<file path="src/rtl/oehb_chain.sv">
`default_nettype none
// ============================================================================
//  Module   : oehb_chain
//  Purpose  : A series chain of NUM_SLOTS opaque elastic half-buffers.
//             Each slot holds a registered valid bit and data word. Valid and
//             data are fully registered. Ready ripples combinationally from
//             outs_ready back to ins_ready.
//  Revision : 1.0 - initial release
// ----------------------------------------------------------------------------
//  Parameters
//    DATA_TYPE   payload width in bits (>= 1)
//    NUM_SLOTS   number of buffer stages in series (>= 1)
//  Ports
//    clk         clock; all state updates on its rising edge
//    rst         synchronous active-high reset
//    ins         input payload           [DATA_TYPE-1:0]
//    ins_valid   input valid
//    ins_ready   input ready
//    outs        output payload          [DATA_TYPE-1:0]
//    outs_valid  output valid
//    outs_ready  output ready
//    occupancy   number of slots holding a token [$clog2(NUM_SLOTS+1)-1:0]
//                (present only when OEHB_CHAIN_OCCUPANCY_EN is defined)
//  Build option
//    OEHB_CHAIN_OCCUPANCY_EN  define to add the occupancy port and counter
// ============================================================================
module oehb_chain #(
    parameter int DATA_TYPE = 32,
    parameter int NUM_SLOTS = 4
) (
    input  logic                 clk,
    input  logic                 rst,
    input  logic [DATA_TYPE-1:0] ins,
    input  logic                 ins_valid,
    output logic                 ins_ready,
    output logic [DATA_TYPE-1:0] outs,
    output logic                 outs_valid,
    input  logic                 outs_ready
`ifdef OEHB_CHAIN_OCCUPANCY_EN
    ,
    output logic [$clog2(NUM_SLOTS+1)-1:0] occupancy
`endif
);

    // Slot state
    logic [NUM_SLOTS-1:0] v_q;
    logic [DATA_TYPE-1:0] d_q [NUM_SLOTS];

    // Per-slot upstream view and ready chain
    logic [NUM_SLOTS-1:0] w_up_v;
    logic [DATA_TYPE-1:0] w_up_d [NUM_SLOTS];
    logic [NUM_SLOTS:0]   w_rdy;

    always_comb begin
        w_up_v[0] = ins_valid;
        w_up_d[0] = ins;
        for (int i = 1; i < NUM_SLOTS; i++) begin
            w_up_v[i] = v_q[i-1];
            w_up_d[i] = d_q[i-1];
        end
    end

    // A slot can take a new word if it is empty or if its own word is leaving
    // this cycle. Evaluated from the output end back so ready can pass
    // through a full chain in one cycle when outs_ready is high.
    always_comb begin
        w_rdy[NUM_SLOTS] = outs_ready;
        for (int i = NUM_SLOTS - 1; i >= 0; i--) begin
            w_rdy[i] = !v_q[i] || w_rdy[i+1];
        end
    end

    always_ff @(posedge clk) begin
        if (rst) begin
            v_q <= '0;
            for (int i = 0; i < NUM_SLOTS; i++) begin
                d_q[i] <= '0;
            end
        end else begin
            for (int i = 0; i < NUM_SLOTS; i++) begin
                if (w_rdy[i]) begin
                    v_q[i] <= w_up_v[i];
                end
                // Data moves only with a real token, so a bubble never
                // overwrites the last word held in the slot.
                if (w_rdy[i] && w_up_v[i]) begin
                    d_q[i] <= w_up_d[i];
                end
            end
        end
    end

    assign ins_ready  = w_rdy[0];
    assign outs_valid = v_q[NUM_SLOTS-1];
    assign outs       = d_q[NUM_SLOTS-1];

`ifdef OEHB_CHAIN_OCCUPANCY_EN
    localparam int OCC_W = $clog2(NUM_SLOTS + 1);
    localparam logic [OCC_W-1:0] c_occ_one = OCC_W'(1);

    logic [OCC_W-1:0] occ_q;
    logic [OCC_W-1:0] occ_d;
    logic             w_acc_in;
    logic             w_acc_out;

    assign w_acc_in  = ins_valid && w_rdy[0];
    assign w_acc_out = v_q[NUM_SLOTS-1] && outs_ready;

    // Simultaneous accept and emit leave the count unchanged.
    always_comb begin
        occ_d = occ_q;
        if (w_acc_in && !w_acc_out) begin
            occ_d = occ_q + c_occ_one;
        end else if (!w_acc_in && w_acc_out) begin
            occ_d = occ_q - c_occ_one;
        end
    end

    always_ff @(posedge clk) begin
        if (rst) begin
            occ_q <= '0;
        end else begin
            occ_q <= occ_d;
        end
    end

    assign occupancy = occ_q;
`endif

endmodule
`default_nettype wire
</file>
<file path="config.mk">
export PLATFORM = sky130hd
export DESIGN_NAME = oehb_chain
export DESIGN_NICKNAME = d
export VERILOG_FILES = /design/src/rtl/oehb_chain.sv
export SDC_FILE = /design/constraint.sdc
export NUM_CORES = 1
export LEC_CHECK = 0
export ABC_AREA = 1
export CORE_ASPECT_RATIO = 0.5
export CORE_UTILIZATION = 25
export DETAILED_ROUTE_END_ITERATION = 7
export DONT_BUFFER_PORTS = 1
export PLACE_DENSITY = 0.36
export SYNTH_ARGS = -nofsm -noshare
export SYNTH_HDL_FRONTEND = slang
export SYNTH_SLANG_ARGS = --single-unit
</file>
<file path="constraint.sdc">
create_clock -name clk -period 3.98 [get_ports clk]
set_input_delay 0.398 -clock clk [delete_from_list [all_inputs] [get_ports clk]]
set_output_delay 0.398 -clock clk [all_outputs]
set_load 0.01 [all_outputs]
</file>
[Yosys cells after proc, flatten, opt, wreduce, memory -nomap -nowiden]
Memories as Yosys holds them, arrays and structs flattened.
Cells that the tools add are included.
Cells by class
  multiplexer cells: 18
  bitwise operators: 4
  reduce and logical (&&, ||, !) cells: 12
Operators by type and width (number)
  $mux W32: 4
  $mux W1: 14
  $logic_and A1 B1 Y1: 4
  $logic_not A1 Y1: 4
  $logic_or A1 B1 Y1: 4
  $or A1 B1 Y1: 4
Word-level totals
  word-level logic and storage cells: 39
  bits of input ports: 36
  bits in writable memories: 128
  register bits: 4
  output and inout bits: 34
  memories: 1
Memories
  d_q: depth 4, bits a word 32, rd ports 4, clocked after Yosys merged registers in 0, write ports 4, line 47  | logic [DATA_TYPE-1:0] d_q [NUM_SLOTS];

[Logic depth before layout (Yosys ltp)]
Gate-level depths: netlist (run 1).
  depth after elaboration: 10
  mapped depth: 6
  gate-level depth less buffers: 5

[Worst setup path before layout (run 1)]
Ideal clock, no wire load.
  kind: register -> register
  start point: register v_q[3]
  end point: memory d_q[3][0] (enable)
  arrival time: 2.753 ns
  library setup time: 0.466 ns
  period minus slack after synthesis: 3.219 ns
  data required time: 3.514 ns
  buffers on the path: 0
  setup slack: 0.761 ns
  stages on the path, launching flop included: 4
  path through: dfxtp_1 inv_1 nor2_4 o21ai_0
RTL lines
  start, declared: line 46  | logic [NUM_SLOTS-1:0] v_q;
  start signal, assigned by index: line 82  | v_q[i] <= w_up_v[i];
  end, declared: line 47

==> impl_results.md, run 1 <==
* Delay-heaviest family, CP: simple AND/OR/NAND/NOR gates
* Hold crit path type: input port to register
* Largest net degree at the start of global routing at 33
* Worst path slowest cell: nand3_2
* Router iterations before antenna repair at 4
* First-pass GRT wire length at roughly 15 mm
* Critical path arrival at roughly 1900 ps
* Cells after Synth at approximately 420
* Crit path kind: register to register
* Initial Util at about a quarter
* Wl on met1 at between 6 and 7 mm
* Async set-reset flop share out of synthesis at 0%
* Top post-synthesis cells by area: edfxtp_1 (75%), inv_1 (9.7%), nor2_1 (9.4%)
* Worst-Margin Slew at about 660 ps
* Final min period at 1740 ps
* Grt total ovfl at 0
* RSZ-0062 raised after global routing: false
* Antenna cells at 0
* Placed cell count at around 700
* Number of synthesized flops with an enable pin at about 130
* Die Ht at a little over 100 um
* Post-CTS Setup Inserts at 0
* Hold Fails Final Rpt at 0
* Ys flop type: edfxtp_1
* Worst path cell trace: inv_1, nor2_4, nand4_2, nand3_2, nor2_1
* Worst vdd ir at between 0.2 and 0.25 mV
* Worst-Skew Late Latency at 410 ps
* H-tree depth at 4
* CTS Hold Buffers Added at 0
* Synthesis-to-layout area growth at 17.8%
* Routed Antenna Nets at 0
* WP buf/inv at 1
* Pwr dens at around 560 nW/um^2
* GPL Wtd Cong at ~0.65
* Slowest stage delay, CP at about 500 ps
* Synth Register Bits at 132
* TritonCTS clock tree: built
* CP endpoint kind: register
* Port Buffers at 0
* Routed via count at between 2k and 3k
* Met2 WL at 3.12 mm
* Critical path data required time at a little over 4000 ps
* Clk_skew at between 8 and 9 ps
* Clk slew on worst S/H paths at ~60 ps
* Leading area contributor after synthesis: edfxtp_1
* Area post-placement at between 5000 and 6000 um^2
* Vias in the first global route at approximately 2.5k
* Initial antenna violation count at 0
* Count leader, synth: inv_1
* Pleak at between 0.002 and 0.0025 uW
* Clock buffer depth at 2
* Core area at between 15000 and 20000 um^2
* Relative slew slack at a little under three fifths
* Netlist Area Pre-Place at 5100 um^2
* Final WL at about 10 mm
* CTS resizes at 0
* Metal3 WL at between 300 and 400 um
* Finished Cell Area at between 6000 and 7000 um^2
* Post-DR vias/cell at roughly 3.5
* Num Clock Sinks at 132
* Fmax at approximately 580 MHz
* Sequential share of the synthesized area at between 70% and 80%
* Tcrit/Tclk final at between 40% and 50%
* Final #Nets at 472
* Status: completed
* Syn_area_per_cell at 12.0 um^2
* Synth Warn # at 0
* Setup crit start kind: register
* DRC violations left at 0
* Slew Limit Fails at 0
* CTS Buf Count at 17
* Max-cap violations at 0
* Die footprint at roughly 21000 um^2
* Post-Layout Cell Count at about 710
* Critical Path Fanout Max at 32
* Hold slack at ~54 ps
* GR Util All Layers at roughly 10%
* Net count after synthesis at 460
* DRT iter0 DRCs at 127
* Max Used Layer: met4
* I/O pin count at 70
* Final setup fails at 0
* Root buffer cell: clkbuf_16
* Site Rows at 36
* Synth cell count leaders: inv_1 (132), edfxtp_1 (128), nor2_1 (128), buf_4 (9), nand2_1 (7)
* Wire length per cell at 14.2 um
* Die width at 204 um
* Synth top area share at ~75%
* Setup TNS at 0 ps
* Share of post-route cells with drive strength above 1 at 9.17%
* Post-DP HPWL at around 6.7 mm
* Distinct cells, synth at 14
==> per-layer routing <==
layer	up-vias	GRT usage, %
met1	1146	17.8
met3	10	3.00
li1	1308	-
met4	0	4.51
met2	47	9.79
met5	-	0
==> worst reg2reg max path: stages, from the launching register on <==
cell     delay, ps
dfxtp_1        370
inv_1           80
nor2_4         140
nand4_2        200
nand3_2        510
nor2_1         150
==> layout make-up <==
type                    count  area [um^2]
fillers                  2070        13700
flip-flops and latches    132         3920
multi-input cells         147          599
inverters                 133          499
clock buffers              17          425
well taps                 266          333
clock inverters            13          184
repair buffers              5         37.5
==> through the flow <==
| stage | util (%) | power [uW] | setup slack [ps] |
|---|---|---|---|
| after floorplan | - | 1730 | 761 |
| after global placement | 27.3 | 1770 | 1990 |
| after detailed placement | 27.3 | 1770 | 1930 |
| after CTS | 30.4 | 3410 | 1880 |
| after global routing | 30.4 | 3480 | 2040 |
| final | 30.4 | 3360 | 2240 |
==> placed cells by master (no fill, tap or decap), drive strengths merged <==
| cell | count |
|---|---|
| a21oi | 4 |
| nand4 | 1 |
| o21ai | 1 |
| inv | 135 |
| dfxtp | 4 |
| nand2 | 7 |
| clkinvlp | 2 |
| nor2 | 129 |
| bufinv | 4 |
| clkinv | 5 |
| buf | 5 |
| clkbuf | 17 |
| edfxtp | 128 |
| nand3 | 5 |
==> kinds of logic (layout without fill, tap and decap cells) <==
group,count (synthesis),after routing,synth area share (%)
AO/OA/AOI/OAI,5,5,0.491
buffers and inverters,145,168,11.4
flip-flops,132,132,77.0
AND/OR/NAND/NOR,142,142,11.1
==> flip-flops by register name (all words and copies together) (netlist names) <==
name  flops
d_q     128
v_q       4
==> final timing paths <==
check	startpoint	end	slack (ps)	cells after the start
worst max-delay path	v_q[3]$_SDFFE_PP0P_	d_q[0][26]$_SDFFCE_PN0P_	2240	5
worst min-delay path	rst	v_q[1]$_SDFFE_PP0P_	50	1
worst max register to register	v_q[3]$_SDFFE_PP0P_	d_q[0][26]$_SDFFCE_PN0P_	2240	5
worst min register to register	v_q[0]$_SDFFE_PP0P_	v_q[1]$_SDFFE_PP0P_	540	2
==> where the power goes <==
group          internal (uW)  switching, uW  total (uW)
Combinational           21.3           79.1         100
Clock                   1040            586        1630
Sequential              1600           34.3        1640
No activity file was read; power rests on OpenSTA's default activity.
==> inputs of run 2 (changes only) <==
==> constraint.sdc (replaced) <==
create_clock -name clk -period 1.6 [get_ports clk]
set_input_delay 0.16 -clock clk [delete_from_list [all_inputs] [get_ports clk]]
set_output_delay 0.16 -clock clk [all_outputs]
set_load 0.01 [all_outputs]
==> impl_results.md, run 2 (synthesis results as in run 1) <==
* Worst vdd ir at 0.533 mV (+110%)
* TritonCTS clock tree: built
* RSZ-0062 raised after global routing: false
* Metal3 WL at 450 um (+25%)
* Num Clock Sinks at 132 (unchanged)
* Max FFs per register at 128 (unchanged)
* Slew Limit Fails at 0 (unchanged)
* Met2 WL at 3.46 mm (+11%)
* I/O pin count at 70 (unchanged)
* Delay-heaviest family, CP: buffers and inverters
* Most frequent cells in the layout: inv_1 (132), nor2_1 (128), edfxtp_1 (128)
* Die footprint at 21000 um^2 (unchanged)
* Commonest non-fill, non-tap cell in the layout: inv_1
* Clock power frac at 47.8% (-0.6 points)
* Max Used Layer: met4
* Tcrit/Tclk final at 93.5% (+50 points)
* Final setup fails at 0 (unchanged)
* Root buffer cell: clkbuf_16
* Wl on met1 at 5.96 mm (-8.4%)
* Pleak at 0.00262 uW (+8.4%)
* Wire length per cell at 13.2 um (-6.4%)
* Largest net degree at the start of global routing at 33 (unchanged)
* Worst path cell trace: inv_1, nor2_4, nand2_1, nand2_2, a21oi_1, dlygate4sd3_1
* Slowest stage delay, CP at 550 ps (+40 ps)
* WP buf/inv at 2 (+1)
* Site Rows at 36 (unchanged)
* Final WL at 9.98 mm (-1.2%)
* Routed via count at 2657 (+5.8%)
* H-tree depth at 4 (unchanged)
* Finished Cell Area at 6480 um^2 (+8.0%)
* Worst-Skew Late Latency at 410 ps (about the same)
* Worst-Margin Slew at 192 ps (-469 ps)
* Sequential Power Share at 48.2% (-0.4 points)
* Clk slew on worst S/H paths at 60 ps (about the same)
* Die Ht at 103 um (unchanged)
* CP endpoint kind: register
* Sw Share at 20.7% (-0.10 points)
* Synthesis-to-layout area growth at 27.2%
* First-pass GRT wire length at 15.8 mm (+3.8%)
* GPL Wtd Cong at 0.668 (+2.7%)
* CTS Buf Count at 17 (unchanged)
* Post-DP HPWL at 6.52 mm (-2.8%)
* Cell Int Power at 6700 uW (+150%)
* Hold crit path type: input port to register
* Final #Nets at 510 (+8.1%)
* Port Buffers at 0 (unchanged)
* Antenna cells at 0 (unchanged)
* Pwr dens at 1300 nW/um^2 (+130%)
* Share of post-route cells with drive strength above 1 at 10.3% (+1.1 points)
* Clk_skew at 10.0 ps (+1.49 ps)
* Combinational Power Share at 4.0% (+1.0 points)
* Status: completed
* Initial Util at 25.8% (unchanged)
* Critical path data required time at 1890 ps (-2220 ps)
* Core area at 19700 um^2 (unchanged)
* Critical path arrival at 1790 ps (-70 ps)
* Final min period at 1500 ps (-241 ps)
* Routed Antenna Nets at 0 (unchanged)
* DRT iter0 DRCs at 120 (-5.5%)
* Max-cap violations at 0 (unchanged)
* Critical Path Fanout Max at 5 (-84%)
* GR Util All Layers at 10.3% (+0.16 points)
* DRC violations left at 0 (unchanged)
* Most flops, register: d_q
* Area post-placement at 5530 um^2 (+2.6%)
* Hold slack at 13.8 ps (-39.7 ps)
* Crit path kind: register to register
* Initial antenna violation count at 0 (unchanged)
* Fmax at 668 MHz (+16%)
* Post-Layout Cell Count at 753 (+5.6%)
* Worst path slowest cell: dlygate4sd3_1
* Fill cell count at 2012 (-2.8%)
* Setup crit start kind: register
* Clock buffer depth at 2 (unchanged)
* Die width at 204 um (unchanged)
* Grt total ovfl at 0 (unchanged)
* Vias in the first global route at 2643 (+7.0%)
* Relative slew slack at 87.2% (+31 points)
* Top Registers: d_q (128), v_q (4)
* Final core utilization at 32.9% (+2.4 points)
* Hold Fails Final Rpt at 0 (unchanged)
* Router iterations before antenna repair at 4 (unchanged)
* Net switching power at 1750 uW (+150%)
* Placed cell count at 687 (+0.59%)
* Post-DR vias/cell at 3.53 (+0.19%)
-- run 2: cell types whose count changed in the layout (fill, tap and decap cells not counted), moves of 2 or more --
cell	delta
buf_12	+8
buf_4	-3
clkinv_1	+2
clkinvlp_4	+2
dlygate4sd3_1	+33
inv_6	-2
nand2_1	-4
nand2_2	+4
-- run 2: worst paths after layout --
| kind | startpoint | end | slack (ps) | depth (start not counted) |
|---|---|---|---|---|
| setup reg to reg | v_q[3]$_SDFFE_PP0P_ | v_q[2]$_SDFFE_PP0P_ | 100 | 6 |
| setup / recovery | v_q[3]$_SDFFE_PP0P_ | v_q[2]$_SDFFE_PP0P_ | 100 | 6 |
| hold reg to reg | d_q[1][15]$_SDFFCE_PN0P_ | d_q[2][15]$_SDFFCE_PN0P_ | 540 | 2 |
| hold / removal | ins[30] | d_q[0][30]$_SDFFCE_PN0P_ | 10 | 2 |
-- run 2: power by group through the flow --
stage	registers, uW	clock network, uW	logic [uW]
after global placement	4150	0	281
after detailed placement	4150	0	280
after floorplan	4110	0	180
after CTS	4080	4160	348
after global routing	4090	4280	386
final	4070	4040	337
-- run 2: layout make-up --
class | instances | area [um^2] | share of cell area (%)
Tap cell | 266 | 333 | 5.14
Clock inverter | 15 | 189 | 2.92
Sequential cell | 132 | 3930 | 60.6
Inverter | 133 | 499 | 7.70
Multi-Input combinational cell | 147 | 604 | 9.32
Clock buffer | 17 | 425 | 6.56
Timing Repair Buffer | 43 | 505 | 7.80
-- run 2: metal layers --
metal,vias to the layer above,GRT usage [%]
li1,1388,-
met1,1212,16.5
met2,46,11.5
met3,11,3.32
met4,0,5.38
met5,-,0
-- run 2: metrics by stage --
| stage | worst slack (ps) | TNS (ps) | total power (uW) |
|---|---|---|---|
| 2_1_floorplan | -144 | -4610 | 4290 |
| 3_3_place_gp | 201 | 0 | 4430 |
| 3_5_place_dp | 196 | 0 | 4430 |
| 4_1_cts | 52.3 | 0 | 8580 |
| 5_1_grt | 6.25 | 0 | 8760 |
| 6_report | 103 | 0 | 8450 |
-- run 2: what timing repair did --
item | in CTS | in global routing
resized for setup | 0 | 2
setup buffers | 0 | 1
setup endpoints to repair | 0 | 2
hold buffers | 33 | 0
endpoints found under the hold margin | 33 | 0
==> inputs of run 3 (changes only) <==
--- a/config.mk
+++ b/config.mk
@@ -6,11 +6,13 @@
 export NUM_CORES = 1
 export LEC_CHECK = 0
 export ABC_AREA = 1
+export CELL_PAD_IN_SITES_DETAIL_PLACEMENT = 0
+export CELL_PAD_IN_SITES_GLOBAL_PLACEMENT = 2
 export CORE_ASPECT_RATIO = 0.5
 export CORE_UTILIZATION = 25
 export DETAILED_ROUTE_END_ITERATION = 7
 export DONT_BUFFER_PORTS = 1
-export PLACE_DENSITY = 0.36
+export PLACE_DENSITY = 0.49
 export SYNTH_ARGS = -nofsm -noshare
 export SYNTH_HDL_FRONTEND = slang
 export SYNTH_SLANG_ARGS = --single-unit
==> impl_results.md, run 3 (synthesis results as in run 1) <==
* Max FFs per register at 128 (unchanged)
* GR Util All Layers at 10.6% (+0.29 points)
* Initial antenna violation count at 0 (unchanged)
* Final setup fails at 0 (unchanged)
* Status: completed
* Critical path data required time at 1440 ps (-450 ps)
* Hold slack at 6.44 ps (-7.37 ps)
* Setup TNS at 0 ps (unchanged)
* Post-DP HPWL at 6.92 mm (+6.1%)
* Root buffer cell: clkbuf_16
* Synthesis-to-layout area growth at 27.4%
* TritonCTS clock tree: built
* Met2 usage at 11.4% (-0.078 points)
* Placed cell count at 688 (+0.15%)
* Net switching power at 1750 uW (-0.14%)
* Sequential Power Share at 47.2% (-1.0 points)
* Routed via count at 2586 (-2.7%)
* Most flops, register: d_q
* Worst Setup EP: ins_ready
* Final core utilization at 32.9% (+0.051 points)
* Largest net degree at the start of global routing at 33 (unchanged)
* Setup WS post-layout at 137 ps (+33.5 ps)
* Cell Int Power at 6870 uW (+2.5%)
* Worst Reg2Reg Path Length in Cells at 6 (unchanged)
* Critical path arrival at 1300 ps (-490 ps)
* Setup crit start kind: input port
* Final WL at 10.3 mm (+3.1%)
* Slowest stage delay, CP at 600 ps (+50 ps)
* WHS Path Cells at 2 (unchanged)
* Wire length per cell at 13.7 um (+3.4%)
* Routed Antenna Nets at 0 (unchanged)
* Met1 GRT Util at 17.7% (+1.2 points)
* Post-Layout Cell Count at 751 (-0.27%)
* Final min period at 1460 ps (-33.5 ps)
* Final #Nets at 509 (-0.20%)
* Crit path launch: outs_ready
* Initial Util at 25.8% (unchanged)
* Worst-Margin Slew at 202 ps (+10.5 ps)
* Clock buffer depth at 2 (unchanged)
* Die width at 204 um (unchanged)
* Pleak at 0.00261 uW (about the same)
* Relative slew slack at 86.5% (-0.72 points)
* Register-to-register setup slack at 260 ps (+160 ps)
* DRC violations left at 0 (unchanged)
* Most frequent cells in the layout: inv_1 (132), nor2_1 (128), edfxtp_1 (128)
* GPL Wtd Cong at 0.692 (+3.6%)
* Critical Path Fanout Max at 5 (unchanged)
* Worst path cell trace: dlygate4sd3_1, nor2_4, nand4_2, buf_4
* Worst vdd ir at 0.602 mV (+13%)
* First-pass GRT wire length at 15.9 mm (+0.17%)
* Worst R2R End: d_q[0][25]$_SDFFCE_PN0P_
* Post-DR vias/cell at 3.44 (-2.4%)
* R2r startpoint: v_q[3]$_SDFFE_PP0P_
* Clock power frac at 48.8% (+1.0 points)
* Max-cap violations at 0 (unchanged)
* Tcrit/Tclk final at 91.4% (-2.1 points)
* Fmax at 683 MHz (+2.3%)
* RSZ-0062 raised after global routing: false
* CTS Buf Count at 17 (unchanged)
* Share of post-route cells with drive strength above 1 at 9.90% (-0.37 points)
* Hold crit path type: input port to register
* Crit path kind: input port to primary output
* Setup slack after placement at 239 ps (+42.6 ps)
* Top Registers: d_q (128), v_q (4)
* Die footprint at 21000 um^2 (unchanged)
* Worst-Skew Late Latency at 410 ps (about the same)
* Die Ht at 103 um (unchanged)
* Worst path slowest cell: dlygate4sd3_1
* Num Clock Sinks at 132 (unchanged)
* DRT iter0 DRCs at 140 (+17%)
* Vias in the first global route at 2589 (-2.0%)
* Router iterations before antenna repair at 5 (+1)
* CTS Hold Buffers Added at 32 (-3.0%)
* H-tree depth at 4 (unchanged)
* GR peak layer: met1
* Met3 Usage GRT at 3.57% (+0.25 points)
* Port Buffers at 0 (unchanged)
* Pwr dens at 1330 nW/um^2 (+1.8%)
* Clk slew on worst S/H paths at 50 ps (about the same)
* Slew Limit Fails at 0 (unchanged)
* Sw Share at 20.3% (-0.42 points)
* Core area at 19700 um^2 (unchanged)
* CP endpoint kind: primary output
* Combinational Power Share at 4.0% (about the same)
* I/O pin count at 70 (unchanged)
* Hold Fails Final Rpt at 0 (unchanged)
* CTS resizes at 0 (unchanged)
* Post-CTS Setup Inserts at 0 (unchanged)
* Fill cell count at 2017 (+0.25%)
* Grt total ovfl at 0 (unchanged)
* Commonest non-fill, non-tap cell in the layout: inv_1
* Antenna cells at 0 (unchanged)
* Clk_skew at 13.3 ps (+3.26 ps)
* Site Rows at 36 (unchanged)
## run 3: cell count changes in the layout (fill, tap and decap cells not counted)
cell           change
clkinv_1           -2
clkinv_2           -2
bufinv_16          +1
clkbuf_1           +1
clkinvlp_4         +1
dfxtp_1            +1
dfxtp_2            -1
dlygate4sd3_1      -1
nand2_1            +1
nand2_2            -1
## run 3: critical path: cells and delay by family
family | cells | cell delay, ps
and+or+nand+nor | 2 | 350
buffers and inverters | 2 | 790
## run 3: worst min path at each step
stage / start / endpoint
global placement: rst / v_q[3]$_SDFFE_PP0P_
CTS: ins[29] / d_q[0][29]$_SDFFCE_PN0P_
finish: ins[5] / d_q[0][5]$_SDFFCE_PN0P_
detailed placement: rst / v_q[0]$_SDFFE_PP0P_
floorplan: rst / v_q[0]$_SDFFE_PP0P_
global route: ins[29] / d_q[0][29]$_SDFFCE_PN0P_
## run 3: final cells by class
| class | instances | area [um^2] | area share [%] |
|---|---|---|---|
| tap | 266 | 333 | 5.13 |
| clock inverter | 13 | 209 | 3.22 |
| multi-input combinational | 147 | 602 | 9.27 |
| inverter | 133 | 499 | 7.69 |
| sequential | 132 | 3920 | 60.4 |
| clock buffer | 18 | 429 | 6.61 |
| timing repair buffer | 42 | 495 | 7.63 |
## run 3: per-layer routing
layer | vias to the layer above | share of wire (%)
li1 | 1380 | -
met1 | 1143 | 62
met2 | 57 | 33
met3 | 6 | 3.9
met4 | 0 | 0.72
met5 | - | 0
## run 3: per-stage QoR
step | cell area, um^2 | power [uW]
after floorplan | 5110 | 4290
after global placement | 5530 | 4440
after detailed placement | 5530 | 4440
after CTS | 6490 | 8740
after global routing | 6490 | 8940
final | 6490 | 8620
## run 3: power by group through the flow
| stage | Clock (uW) | Combinational (uW) | Sequential (uW) |
|---|---|---|---|
| finish | 4200 | 344 | 4070 |
| global route | 4460 | 394 | 4090 |
| detailed placement | 0 | 291 | 4150 |
| floorplan | 0 | 180 | 4110 |
| CTS | 4310 | 357 | 4070 |
| global placement | 0 | 294 | 4150 |
